===== config.mk =====
export PLATFORM = sky130hd
export DESIGN_NAME = lsu_param
export DESIGN_NICKNAME = d
export VERILOG_FILES = /design/src/rtl/lsu_pkg.sv /design/src/rtl/lsu_wait_timer.sv /design/src/rtl/lsu_param.sv
export SDC_FILE = /design/constraint.sdc
export NUM_CORES = 1
export LEC_CHECK = 0
export ABC_AREA = 1
export CAP_MARGIN = 0
export CORE_MARGIN = 3
export CORE_UTILIZATION = 50
export DETAILED_ROUTE_END_ITERATION = 8
export DONT_BUFFER_PORTS = 1
export PLACE_DENSITY_LB_ADDON = 0.25
export SLEW_MARGIN = 20
export SYNTH_ARGS = -nofsm -noshare
export SYNTH_HDL_FRONTEND = slang
export SYNTH_SLANG_ARGS = --single-unit

===== constraint.sdc =====
create_clock -name clk -period 1.7 [get_ports clk]
set_input_delay 0.17 -clock clk [delete_from_list [all_inputs] [get_ports clk]]
set_output_delay 0.17 -clock clk [all_outputs]
set_load 0.01 [all_outputs]

===== src/rtl/lsu_pkg.sv =====
// Shared types and constants for the per-thread load/store unit.
// Optional wait timeout is built when LSU_TIMEOUT_EN is defined.
package lsu_pkg;

    typedef enum logic [1:0] {
        IDLE       = 2'd0,
        REQUESTING = 2'd1,
        WAITING    = 2'd2,
        DONE       = 2'd3
    } lsu_state_t;

    typedef enum logic {
        OP_READ  = 1'b0,
        OP_WRITE = 1'b1
    } lsu_op_t;

    localparam logic [2:0] CORE_REQUEST = 3'b011;
    localparam logic [2:0] CORE_UPDATE  = 3'b110;

    // Loads win when the decoder flags both a load and a store.
    function automatic lsu_op_t select_op(input logic rd_en, input logic wr_en);
        select_op = (rd_en || !wr_en) ? OP_READ : OP_WRITE;
    endfunction

endpackage


===== src/rtl/lsu_wait_timer.sv =====
// Bounded-wait counter for the LSU; flags expiry on the cycle the count
// would reach TIMEOUT_CYCLES. Only instantiated when LSU_TIMEOUT_EN is defined.
module lsu_wait_timer #(
    parameter int TIMEOUT_CYCLES = 255
) (
    input  logic clk,
    input  logic reset,
    input  logic clear_i,
    input  logic count_i,
    output logic expire_o
);

    localparam int CW = (TIMEOUT_CYCLES < 1) ? 1 : $clog2(TIMEOUT_CYCLES + 1);
    localparam logic [CW-1:0] LAST_COUNT = CW'(TIMEOUT_CYCLES - 1);
    localparam logic [CW-1:0] MAX_COUNT  = CW'(TIMEOUT_CYCLES);

    logic [CW-1:0] count_q;
    logic [CW-1:0] count_d;

    always_comb begin
        count_d = count_q;
        if (clear_i) begin
            count_d = '0;
        end else if (count_i && (count_q != MAX_COUNT)) begin
            count_d = count_q + 1'b1;
        end
    end

    always_ff @(posedge clk or negedge reset) begin
        if (!reset) begin
            count_q <= '0;
        end else begin
            count_q <= count_d;
        end
    end

    // The abort edge is the one on which this idle cycle brings the count to the limit.
    assign expire_o = count_i && (count_q == LAST_COUNT);

endmodule


===== src/rtl/lsu_param.sv =====
// Per-thread load/store unit: one LDR/STR per instruction over separate
// read/write valid-ready channels. Define LSU_TIMEOUT_EN for the bounded wait.
module lsu_param
    import lsu_pkg::*;
#(
    parameter int DATA_WIDTH     = 8,
    parameter int ADDR_WIDTH     = 8,
    parameter int TIMEOUT_CYCLES = 255
) (
    input  logic                  clk,
    input  logic                  reset,
    input  logic                  enable,
    input  logic [2:0]            core_state,
    input  logic                  decoded_mem_read_enable,
    input  logic                  decoded_mem_write_enable,
    input  logic [DATA_WIDTH-1:0] rs,
    input  logic [DATA_WIDTH-1:0] rt,
    output logic                  mem_read_valid,
    output logic [ADDR_WIDTH-1:0] mem_read_address,
    input  logic                  mem_read_ready,
    input  logic [DATA_WIDTH-1:0] mem_read_data,
    output logic                  mem_write_valid,
    output logic [ADDR_WIDTH-1:0] mem_write_address,
    output logic [DATA_WIDTH-1:0] mem_write_data,
    input  logic                  mem_write_ready,
    output logic [1:0]            lsu_state,
    output logic [DATA_WIDTH-1:0] lsu_out,
    output logic                  lsu_error
);

    lsu_state_t            state_q, state_d;
    lsu_op_t               op_q, op_d;
    logic                  rd_valid_q, rd_valid_d;
    logic [ADDR_WIDTH-1:0] rd_addr_q, rd_addr_d;
    logic                  wr_valid_q, wr_valid_d;
    logic [ADDR_WIDTH-1:0] wr_addr_q, wr_addr_d;
    logic [DATA_WIDTH-1:0] wr_data_q, wr_data_d;
    logic [DATA_WIDTH-1:0] out_q, out_d;
    logic                  error_q, error_d;

    logic [ADDR_WIDTH-1:0] rs_addr;
    logic                  ready_sel;
    logic                  timeout_hit;

    generate
        if (ADDR_WIDTH <= DATA_WIDTH) begin : g_addr_trunc
            assign rs_addr = rs[ADDR_WIDTH-1:0];
        end else begin : g_addr_zext
            assign rs_addr = {{(ADDR_WIDTH - DATA_WIDTH){1'b0}}, rs};
        end
    endgenerate

    assign ready_sel = (op_q == OP_READ) ? mem_read_ready : mem_write_ready;

`ifdef LSU_TIMEOUT_EN
    lsu_wait_timer #(
        .TIMEOUT_CYCLES(TIMEOUT_CYCLES)
    ) u_wait_timer (
        .clk      (clk),
        .reset    (reset),
        .clear_i  (enable && (state_q == REQUESTING)),
        .count_i  (enable && (state_q == WAITING) && !ready_sel),
        .expire_o (timeout_hit)
    );
`else
    assign timeout_hit = 1'b0;
`endif

    always_comb begin
        state_d    = state_q;
        op_d       = op_q;
        rd_valid_d = rd_valid_q;
        rd_addr_d  = rd_addr_q;
        wr_valid_d = wr_valid_q;
        wr_addr_d  = wr_addr_q;
        wr_data_d  = wr_data_q;
        out_d      = out_q;
        error_d    = error_q;

        if (enable) begin
            case (state_q)
                IDLE: begin
                    if ((core_state == CORE_REQUEST) &&
                        (decoded_mem_read_enable || decoded_mem_write_enable)) begin
                        op_d    = select_op(decoded_mem_read_enable, decoded_mem_write_enable);
                        state_d = REQUESTING;
                    end
                end
                REQUESTING: begin
                    if (op_q == OP_READ) begin
                        rd_valid_d = 1'b1;
                        rd_addr_d  = rs_addr;
                    end else begin
                        wr_valid_d = 1'b1;
                        wr_addr_d  = rs_addr;
                        wr_data_d  = rt;
                    end
                    state_d = WAITING;
                end
                WAITING: begin
                    // Ready beats the timeout when both land on the same cycle.
                    if (ready_sel) begin
                        if (op_q == OP_READ) begin
                            out_d      = mem_read_data;
                            rd_valid_d = 1'b0;
                        end else begin
                            wr_valid_d = 1'b0;
                        end
                        state_d = DONE;
                    end else if (timeout_hit) begin
                        rd_valid_d = 1'b0;
                        wr_valid_d = 1'b0;
                        error_d    = 1'b1;
                        state_d    = DONE;
                    end
                end
                DONE: begin
                    if (core_state == CORE_UPDATE) begin
                        error_d = 1'b0;
                        state_d = IDLE;
                    end
                end
                default: state_d = IDLE;
            endcase
        end
    end

    always_ff @(posedge clk or negedge reset) begin
        if (!reset) begin
            state_q    <= IDLE;
            op_q       <= OP_READ;
            rd_valid_q <= 1'b0;
            rd_addr_q  <= '0;
            wr_valid_q <= 1'b0;
            wr_addr_q  <= '0;
            wr_data_q  <= '0;
            out_q      <= '0;
            error_q    <= 1'b0;
        end else begin
            state_q    <= state_d;
            op_q       <= op_d;
            rd_valid_q <= rd_valid_d;
            rd_addr_q  <= rd_addr_d;
            wr_valid_q <= wr_valid_d;
            wr_addr_q  <= wr_addr_d;
            wr_data_q  <= wr_data_d;
            out_q      <= out_d;
            error_q    <= error_d;
        end
    end

    assign mem_read_valid    = rd_valid_q;
    assign mem_read_address  = rd_addr_q;
    assign mem_write_valid   = wr_valid_q;
    assign mem_write_address = wr_addr_q;
    assign mem_write_data    = wr_data_q;
    assign lsu_state         = state_q;
    assign lsu_out           = out_q;
    assign lsu_error         = error_q;

endmodule


=== Word-level counts from Yosys, hierarchy flattened ===
Index checks and enable logic that the tools add are counted.

* Register bits after elaboration: 37
* Logic and storage cells: 48
* Input port bits: 34
* Output and inout port bits: 37

* Equality and inequality tests: 12
* Reduce and logical (&&, ||, !) cells: 13
* Muxes and demuxes: 14
* Bitwise operators: 1

{| class="wikitable"
|+ Operator list
! operator !! number
|-
| $ne 2x2->1 const B || 7
|-
| $reduce_and 5->1 || 2
|-
| $reduce_and 3->1 || 3
|-
| $mux 1 || 8
|-
| $pmux 2 s4 || 1
|-
| $reduce_and 4->1 || 2
|-
| $mux 2 || 3
|-
| $eq 2x2->1 const B || 2
|-
| $pmux 1 s2 || 2
|-
| $eq 3x2->1 const B || 1
|-
| $eq 3x3->1 const B || 1
|-
| $eq 2x1->1 const B || 1
|-
| $logic_not 2->1 || 1
|-
| $logic_or 1x1->1 || 2
|-
| $reduce_bool 2->1 || 1
|-
| $logic_and 1x1->1 || 1
|-
| $logic_not 1->1 || 1
|-
| $not 1->1 || 1
|}

=== Longest topological paths before layout ===
Gate-level depths: netlist of the first run.

* Depth in word-level cells: 4
* Depth in mapped cells: 8
* Depth with buffers taken out: 7

=== Worst setup path after synthesis of the first run ===
OpenSTA, ideal clock, no wires.

* Path type: reg-to-reg
* Start point: register state_q[1], in the netlist lsu_state[1]
* End point: register wr_addr_q[4], in the netlist mem_write_address[4]
* Data required time: 1.582 ns
* Library setup time: 0.118 ns
* Clock period less this slack: 1.340 ns
* Path buffers: 1
* Setup slack: 0.360 ns
* Data arrival time: 1.222 ns
* Cell stages (with the launch flop): 9
* Cell sequence: dfrtp_1 > inv_1 > ha_1 > inv_2 > nor2_8 > inv_2 > buf_6 > nand2_1 > o21ai_2

* Word-level cells in the longest chain between the ends: 2

{| class="wikitable"
|+ RTL lines
! item !! line !! RTL
|-
| from (decl) || lsu_param.sv:31 || <nowiki>lsu_state_t state_q, state_d;</nowiki>
|-
| from (signal assigned) || lsu_param.sv:140 || <nowiki>state_q <= state_d;</nowiki>
|-
| $eq 2x1->1 || lsu_param.sv:81 || <nowiki>case (state_q)</nowiki>
|-
| $reduce_and 3->1 (no source line) || - ||
|-
| to (signal assigned) || lsu_param.sv:145 || <nowiki>wr_addr_q <= wr_addr_d;</nowiki>
|-
| to (decl) || lsu_param.sv:36 || <nowiki>logic [ADDR_WIDTH-1:0] wr_addr_q, wr_addr_d;</nowiki>
|}

Every way passes these cells.
A chain may end at the register's enable or synchronous reset.

=== Worst setup path after layout of the first run ===
* Start point: register state_q[0], in the netlist lsu_state[0]
* End point: register out_q[3], in the netlist lsu_out[3]

* Word-level cells in the longest chain between the ends: 2

{| class="wikitable"
|+ RTL lines
! item !! line !! RTL
|-
| $eq 2x2->1 || lsu_param.sv:81 ||
|-
| $reduce_and 4->1 (no source line) || - ||
|-
| to (signal assigned) || lsu_param.sv:147 || <nowiki>out_q <= out_d;</nowiki>
|-
| to (decl) || lsu_param.sv:38 || <nowiki>logic [DATA_WIDTH-1:0] out_q, out_d;</nowiki>
|}

Every way passes these cells.

==> metrics.json, run 1 <==
{
  "logic_synthesis": {
    "post_synth_xor_area_fraction_pct": 0,
    "synth-adder-area-share_pct": 3.73,
    "synthSimpleGateAreaFrac_pct": 25.0,
    "mappedNetlistArea_sq_mm": 0.00168,
    "synthCells": 183,
    "synth.area.mux_share_pct": 0,
    "postSynthAreaPerCell_sq_um": 9.18,
    "syn_nets": 222,
    "ys_warn_count": 0,
    "postSynthRegisterBits": 37,
    "dominant_combinational_cell_family_by_area_after_synthesis": "simple AND/OR/NAND/NOR gates",
    "synth_seq_area_share_pct": 55.1,
    "synth_cell_type_count": 21,
    "area_fraction_in_compound_gates_after_synthesis_pct": 9.39
  },
  "worst_setup_path": {
    "timing.setup.critical_path_class": "flop to flop",
    "timing.critical_path.to_type": "flop",
    "worst_r2r_endpoint": "lsu_out[3]",
    "timing.critical_path.required_ns": 1.93,
    "timing.reg2reg.setup_slack_ns": 0.21,
    "crit_arrival_ns": 1.72,
    "worstSetupStartpointType": "flop",
    "reg2regPathDepth": 7,
    "critical_path.reg2reg.startpoint": "lsu_state[0]",
    "critical_path.max_fanout": 10
  },
  "die": {
    "start_util_pct": 53.7,
    "core_area_sq_mm": 0.00313,
    "floorplan.io_pins": 71,
    "fp.dieArea_sq_mm": 0.00409,
    "floorplan.rows": 20,
    "die_w_um": 64.0,
    "floorplan.die.height_um": 64.0
  },
  "detailed_routing": {
    "routed_via_density": 4.84,
    "routed_wire_length_per_instance_um": 14.0,
    "num_vias": 1263,
    "drcViolationCount": 0,
    "final_antenna_net_count": 0,
    "detailedRoute.firstIterationViolations": 83,
    "detail_route.wirelength_um": 3650,
    "detail_route.first_pass.iterations": 4
  },
  "pwr": {
    "vdd_drop_max_uv": 1050,
    "finalPower_uw": 3230,
    "p_leak_uw": 0.00108,
    "power-per-cell-area_mw_per_mm2": 1550
  },
  "clock_network": {
    "cts_made_buffers": 5,
    "clock-sinks": 37,
    "post_cts_resized": 0,
    "root_driver": "sky130_fd_sc_hd__clkbuf_4",
    "cts_tree": "built",
    "cts.reportedPaths.clkPinSlew_ns": 0.10,
    "clockBufferDepth": 2,
    "insertion_delay_ns": 0.33,
    "htree_depth": 2
  },
  "sta": {
    "finalCritPeriodShare_pct": 87.8,
    "skew_ns": 0.00300,
    "rsz_0062_raised_after_global_routing": "no",
    "fin_setup_tns_ns": 0,
    "fin_crit_ns": 1.49,
    "finalWorstSetupSlack_ns": 0.208,
    "setup_viol": 0,
    "max_clock_freq_mhz": 670,
    "report.final.slew_viol_count": 0,
    "hold_viol_final": 0
  },
  "placed_design": {
    "place.gp.congestion": 0.745,
    "dp.final_hpwl_um": 2370,
    "dpl.cell_count": 225,
    "numPortBuffers": 0,
    "pre_cts_ws_ns": 0.231
  },
  "finish": {
    "final_cells": 261,
    "drive_above_1_share_pct": 15.7,
    "final_nets": 255,
    "flow.area_growth_from_synthesis_pct": 23.9,
    "num_antenna_cells": 0
  },
  "global_routing": {
    "vias_in_the_first_global_route": 1330,
    "grt_pass1_wl_um": 6420,
    "grt_util_all_layers_pct": 20.5,
    "grt_start_max_net_pins": 38,
    "global_route.overflow_total": 0,
    "grt_antenna_before_repair": 0
  },
  "run_status": {
    "run_status": "completed"
  },
  "flow_run": {
    "maxCapViolCount": 0
  },
  "min_path": {
    "min-delay-start": "mem_write_ready",
    "cells_on_worst_hold_path": 2,
    "min_path_type": "input port to flop",
    "hold_path_end": "mem_write_valid"
  }
}
## cells in the final DEF, fill, tap and decap left out, types with 2 or more instances in the layout
| master | count |
|---|---|
| sky130_fd_sc_hd__buf_12 | 2 |
| sky130_fd_sc_hd__clkbuf_4 | 5 |
| sky130_fd_sc_hd__clkbuf_8 | 2 |
| sky130_fd_sc_hd__dfrtp_1 | 37 |
| sky130_fd_sc_hd__dlygate4sd3_1 | 27 |
| sky130_fd_sc_hd__ha_1 | 5 |
| sky130_fd_sc_hd__inv_1 | 14 |
| sky130_fd_sc_hd__inv_2 | 4 |
| sky130_fd_sc_hd__nand2_1 | 72 |
| sky130_fd_sc_hd__nand2_2 | 2 |
| sky130_fd_sc_hd__nand3_1 | 13 |
| sky130_fd_sc_hd__nor2_1 | 4 |
| sky130_fd_sc_hd__o21ai_1 | 6 |
| sky130_fd_sc_hd__o21ai_2 | 13 |
## metal layers
layer	wire length [um]	vias up	global-route usage, %
li1	-	637	-
met1	1460	570	23.8
met2	1820	50	33.9
met3	318	6	8.96
met4	48	0	6.47
met5	0	-	0
## worst max-delay path: stages, from the launching register on
cell and delay [ns]:
sky130_fd_sc_hd__dfrtp_1 0.47, sky130_fd_sc_hd__inv_1 0.14, sky130_fd_sc_hd__ha_1 0.19, sky130_fd_sc_hd__inv_1 0.07, sky130_fd_sc_hd__nor2_4 0.22, sky130_fd_sc_hd__nand2_2 0.15
sky130_fd_sc_hd__nand2_1 0.09, sky130_fd_sc_hd__nand2_1 0.05
## repair_timing
| item | CTS | global route |
|---|---|---|
| hold endpoints to repair | 66 | 2 |
| buffers inserted | 0 | 0 |
| hold buffers | 27 | 1 |
## worst max path at each step
stage | depth (start not counted) | start | slack, ns | to
6_report | 7 | lsu_state[0] | 0.21 | lsu_out[3]
5_1_grt | 7 | lsu_state[0] | 0.05 | lsu_out[3]
2_1_floorplan | 8 | lsu_state[1] | 0.36 | mem_write_address[4]
4_1_cts | 7 | lsu_state[0] | 0.21 | lsu_out[3]
3_3_place_gp | 7 | lsu_state[0] | 0.28 | lsu_out[5]
3_5_place_dp | 7 | lsu_state[0] | 0.23 | lsu_out[3]
## area by class of cell
| cell class | instances | area [sq um] |
|---|---|---|
| clock buffer | 7 | 65.1 |
| timing repair buffer | 30 | 318 |
| inverter | 18 | 67.6 |
| tap | 44 | 55.1 |
| fill | 262 | 1050 |
| multi-input combinational | 124 | 644 |
| clock inverter | 1 | 5.00 |
| sequential | 37 | 926 |
## power by group
group	total [uW]	internal [uW]	switching [uW]
combinational	978	405	573
clock	516	240	276
sequential	1740	1270	471
total	3230	1910	1320
## cells in the mapped netlist, drive strengths merged
cell type | number | area [sq um]
a21oi | 1 | 5.00
buf | 4 | 41.3
conb | 1 | 3.75
dfrtp | 37 | 926
ha | 5 | 62.6
inv | 18 | 67.6
nand2 | 74 | 283
nand3 | 13 | 65.1
nand3b | 1 | 7.51
nor2 | 7 | 52.6
o21ai | 19 | 144
o22a | 1 | 8.76
or2 | 2 | 12.5
## stage by stage
stage | instance area (sq um) | util, % | hold slack [ns]
2_1_floorplan | 1680 | - | -0.126
3_3_place_gp | 1720 | 55.0 | -0.125
3_5_place_dp | 1720 | 55.0 | -0.125
4_1_cts | 2070 | 66.2 | 0.00444
5_1_grt | 2080 | 66.5 | 0.00924
6_report | 2080 | 66.5 | 0.0206
## registers in the layout, summed over array words and instances (netlist names)
| signal | flops |
|---|---|
| mem_read_address | 8 |
| mem_write_valid | 1 |
| mem_read_valid | 1 |
| lsu_state | 2 |
| mem_write_address | 8 |
| mem_write_data | 8 |
| lsu_out | 8 |
| op_q | 1 |
## logic make-up after synthesis
kind of cell,after synthesis
compound gates,21
flops,37
simple gates,97
fa+ha+maj,5
other cells,1
buf+inv,22
Note: power is estimated with default switching activity, not from simulation.
==> inputs of run 2 (changes only) <==
--- a/config.mk
+++ b/config.mk
@@ -11,6 +11,7 @@
 export CORE_UTILIZATION = 50
 export DETAILED_ROUTE_END_ITERATION = 8
 export DONT_BUFFER_PORTS = 1
+export GPL_TIMING_DRIVEN = 0
 export PLACE_DENSITY_LB_ADDON = 0.25
 export SLEW_MARGIN = 20
 export SYNTH_ARGS = -nofsm -noshare
==> metrics.json, run 2 (same netlist as run 1, synthesis figures left out) <==
{
  "worst_setup_path": {
    "worstSetupStartpointType": "flop",
    "largest_stage_delay_on_the_critical_path": {"value": 0.48, "unit": "ns", "change": "about the same"},
    "crit_path_cell_trace": "inv_1 -> ha_1 -> inv_1 -> nor2_4 -> nand2_2 -> nand2_1 -> nand2_1",
    "timing.critical_path.required": {"value": 1.93, "unit": "ns", "change": "about the same"},
    "critical_path.reg2reg.startpoint": "lsu_state[0]",
    "crit_start": "lsu_state[0]",
    "crit_arrival": {"value": 1.78, "unit": "ns", "change": "+0.06 ns"},
    "timing.critical_path.to_type": "flop",
    "critical_path.max_fanout": {"value": 10, "change": "unchanged"},
    "worst_path_max_delay_cell": "sky130_fd_sc_hd__dfrtp_1",
    "timing.setup.critical_path_class": "flop to flop"
  },
  "sta": {
    "report.final.slew_viol_count": {"value": 0, "change": "unchanged"},
    "fin_crit": {"value": 1.55, "unit": "ns", "change": "+0.0629 ns"},
    "rsz_0062_raised_after_global_routing": "no",
    "finalCritPeriodShare": {"value": 91.5, "unit": "%", "change": "+3.7 points"},
    "setup_viol": {"value": 0, "change": "unchanged"},
    "max_clock_freq": {"value": 643, "unit": "MHz", "change": "-4.0%"},
    "skew": {"value": 0.00293, "unit": "ns", "change": "-0.0000647 ns"},
    "hold_viol_final": {"value": 0, "change": "unchanged"},
    "fin_hold_ws": {"value": 0.0301, "unit": "ns", "change": "+0.00950 ns"},
    "fin_setup_tns": {"value": 0, "unit": "ns", "change": "unchanged"}
  },
  "global_routing": {
    "vias_in_the_first_global_route": {"value": 1362, "change": "+2.4%"},
    "grt_pass1_wl": {"value": 6380, "unit": "um", "change": "-0.75%"},
    "global_route.overflow_total": {"value": 0, "change": "unchanged"},
    "grt_start_max_net_pins": {"value": 38, "change": "unchanged"},
    "grt_util_all_layers": {"value": 20.3, "unit": "%", "change": "-0.20 points"},
    "grt_antenna_before_repair": {"value": 0, "change": "unchanged"}
  },
  "detailed_routing": {
    "num_vias": {"value": 1293, "change": "+2.4%"},
    "routed_via_density": {"value": 4.94, "change": "+2.0%"},
    "detail_route.wirelength": {"value": 3640, "unit": "um", "change": "-0.25%"},
    "detailedRoute.firstIterationViolations": {"value": 105, "change": "+27%"},
    "routed_wire_length_per_instance": {"value": 13.9, "unit": "um", "change": "-0.63%"},
    "drcViolationCount": {"value": 0, "change": "unchanged"},
    "final_antenna_net_count": {"value": 0, "change": "unchanged"},
    "detail_route.first_pass.iterations": {"value": 4, "change": "unchanged"}
  },
  "placed_design": {
    "dp.final_hpwl": {"value": 2500, "unit": "um", "change": "+5.4%"},
    "place.gp.congestion": {"value": 0.728, "change": "-2.3%"},
    "numPortBuffers": {"value": 0, "change": "unchanged"}
  },
  "clock_network": {
    "clockBufferDepth": {"value": 2, "change": "unchanged"},
    "root_driver": "sky130_fd_sc_hd__clkbuf_4",
    "post-cts-setup-buffer-count": {"value": 0, "change": "unchanged"},
    "cts_tree": "built",
    "cts_made_buffers": {"value": 5, "change": "unchanged"},
    "insertion_delay": {"value": 0.33, "unit": "ns", "change": "about the same"},
    "clock-sinks": {"value": 37, "change": "unchanged"},
    "cts.reportedPaths.clkPinSlew": {"value": 0.10, "unit": "ns", "change": "about the same"},
    "htree_depth": {"value": 2, "change": "unchanged"}
  },
  "pwr": {
    "vdd_drop_max": {"value": 876, "unit": "uV", "change": "-17%"},
    "finalPower": {"value": 3170, "unit": "uW", "change": "-1.9%"},
    "power-per-cell-area": {"value": 1520, "unit": "mW/mm^2", "change": "-1.9%"},
    "p_leak": {"value": 0.00108, "unit": "uW", "change": "-0.20%"}
  },
  "flow_run": {
    "maxCapViolCount": {"value": 0, "change": "unchanged"}
  },
  "finish": {
    "num_antenna_cells": {"value": 0, "change": "unchanged"},
    "final_common_cell": "sky130_fd_sc_hd__nand2_1",
    "flow.area_growth_from_synthesis": {"value": 23.8, "unit": "%", "change": "about the same"},
    "drive_above_1_share": {"value": 15.6, "unit": "%", "change": "-0.072 points"},
    "final_nets": {"value": 257, "change": "+0.78%"},
    "mostFrequentLayoutCells": "72 x sky130_fd_sc_hd__nand2_1, 37 x sky130_fd_sc_hd__dfrtp_1, 27 x sky130_fd_sc_hd__dlygate4sd3_1"
  },
  "run_status": {
    "run_status": "completed"
  },
  "die": {
    "fp.dieArea": {"value": 0.00409, "unit": "sq mm", "change": "unchanged"},
    "floorplan.die.height": {"value": 64.0, "unit": "um", "change": "unchanged"},
    "die_w": {"value": 64.0, "unit": "um", "change": "unchanged"},
    "floorplan.rows": {"value": 20, "change": "unchanged"},
    "core_area": {"value": 0.00313, "unit": "sq mm", "change": "unchanged"},
    "floorplan.io_pins": {"value": 71, "change": "unchanged"},
    "start_util": {"value": 53.7, "unit": "%", "change": "unchanged"}
  },
  "min_path": {
    "min_path_type": "input port to flop",
    "min-delay-start": "mem_write_ready"
  }
}
==> run 2: cell types whose count changed in the layout (fill, tap and decap cells not counted), sizes merged <==
cell	before	now
clkinv	1	0
buf	3	5
==> run 2: layer usage <==
layer,wire length [um],global-route usage [%],part of all wire [%],up-vias
li1,-,-,-,641
met1,1370,22.4,38,598
met2,1930,34.3,53,48
met3,295,9.14,8.1,6
met4,43,7.28,1.2,0
met5,0,0,0,-
==> run 2: final cells by class <==
class	instances	area, sq um
inverter	18	67.6
sequential	37	926
clock buffer	7	55.1
buffer	4	41.3
tap	44	55.1
multi-input combinational	124	644
fill	254	1050
timing repair buffer	28	290
==> run 2: power by group <==
part           internal, uW  leakage (uW)  total [uW]  switching [uW]
clock network           195     0.0000314         457             262
registers              1270      0.000465        1740             475
logic                   403      0.000582         970             567
==> run 2: worst paths after layout <==
| kind | to | slack, ns | cells past startpoint |
|---|---|---|---|
| setup / recovery | lsu_out[3] | 0.15 | 7 |
| hold / removal | mem_write_valid | 0.03 | 2 |
| setup reg to reg | lsu_out[3] | 0.15 | 7 |
| hold reg to reg | lsu_out[2] | 0.55 | 2 |
| max in group asynchronous | mem_write_address[5] | 1.23 | 2 |
| min in group asynchronous | lsu_out[3] | 0.29 | 2 |
==> run 2: critical path: cells and delay by family, from the launching register on <==
kind	cells	cell delay (ns)
adder cells (fa/ha/maj)	1	0.20
AND/OR/NAND/NOR	4	0.57
flip-flops	1	0.48
buffers and inverters	2	0.21
==> run 2: metrics by stage <==
| stage | setup WS [ns] | std cells | utilization, % | instance area (sq um) |
|---|---|---|---|---|
| 2_1_floorplan | 0.360 | 183 | - | 1680 |
| 3_3_place_gp | 0.225 | 227 | 55.4 | 1730 |
| 3_5_place_dp | 0.177 | 227 | 55.4 | 1730 |
| 4_1_cts | 0.163 | 258 | 65.2 | 2040 |
| 5_1_grt | 0.0143 | 262 | 66.5 | 2080 |
| 6_report | 0.145 | 262 | 66.5 | 2080 |
==> run 2: what timing repair did <==
item	CTS	global route
hold endpoints to repair	60	6
endpoints found under the setup margin	0	0
gates resized for setup	0	0
hold buffers	24	4
==> inputs of run 3 (changes only) <==
--- a/config.mk
+++ b/config.mk
@@ -13,7 +13,7 @@
 export DONT_BUFFER_PORTS = 1
 export GPL_TIMING_DRIVEN = 0
 export PLACE_DENSITY_LB_ADDON = 0.25
-export SLEW_MARGIN = 20
+export SLEW_MARGIN = 0
 export SYNTH_ARGS = -nofsm -noshare
 export SYNTH_HDL_FRONTEND = slang
 export SYNTH_SLANG_ARGS = --single-unit
==> results of run 3 <==
Same layout as run 2: the final DEF is identical, and so are final timing and power.
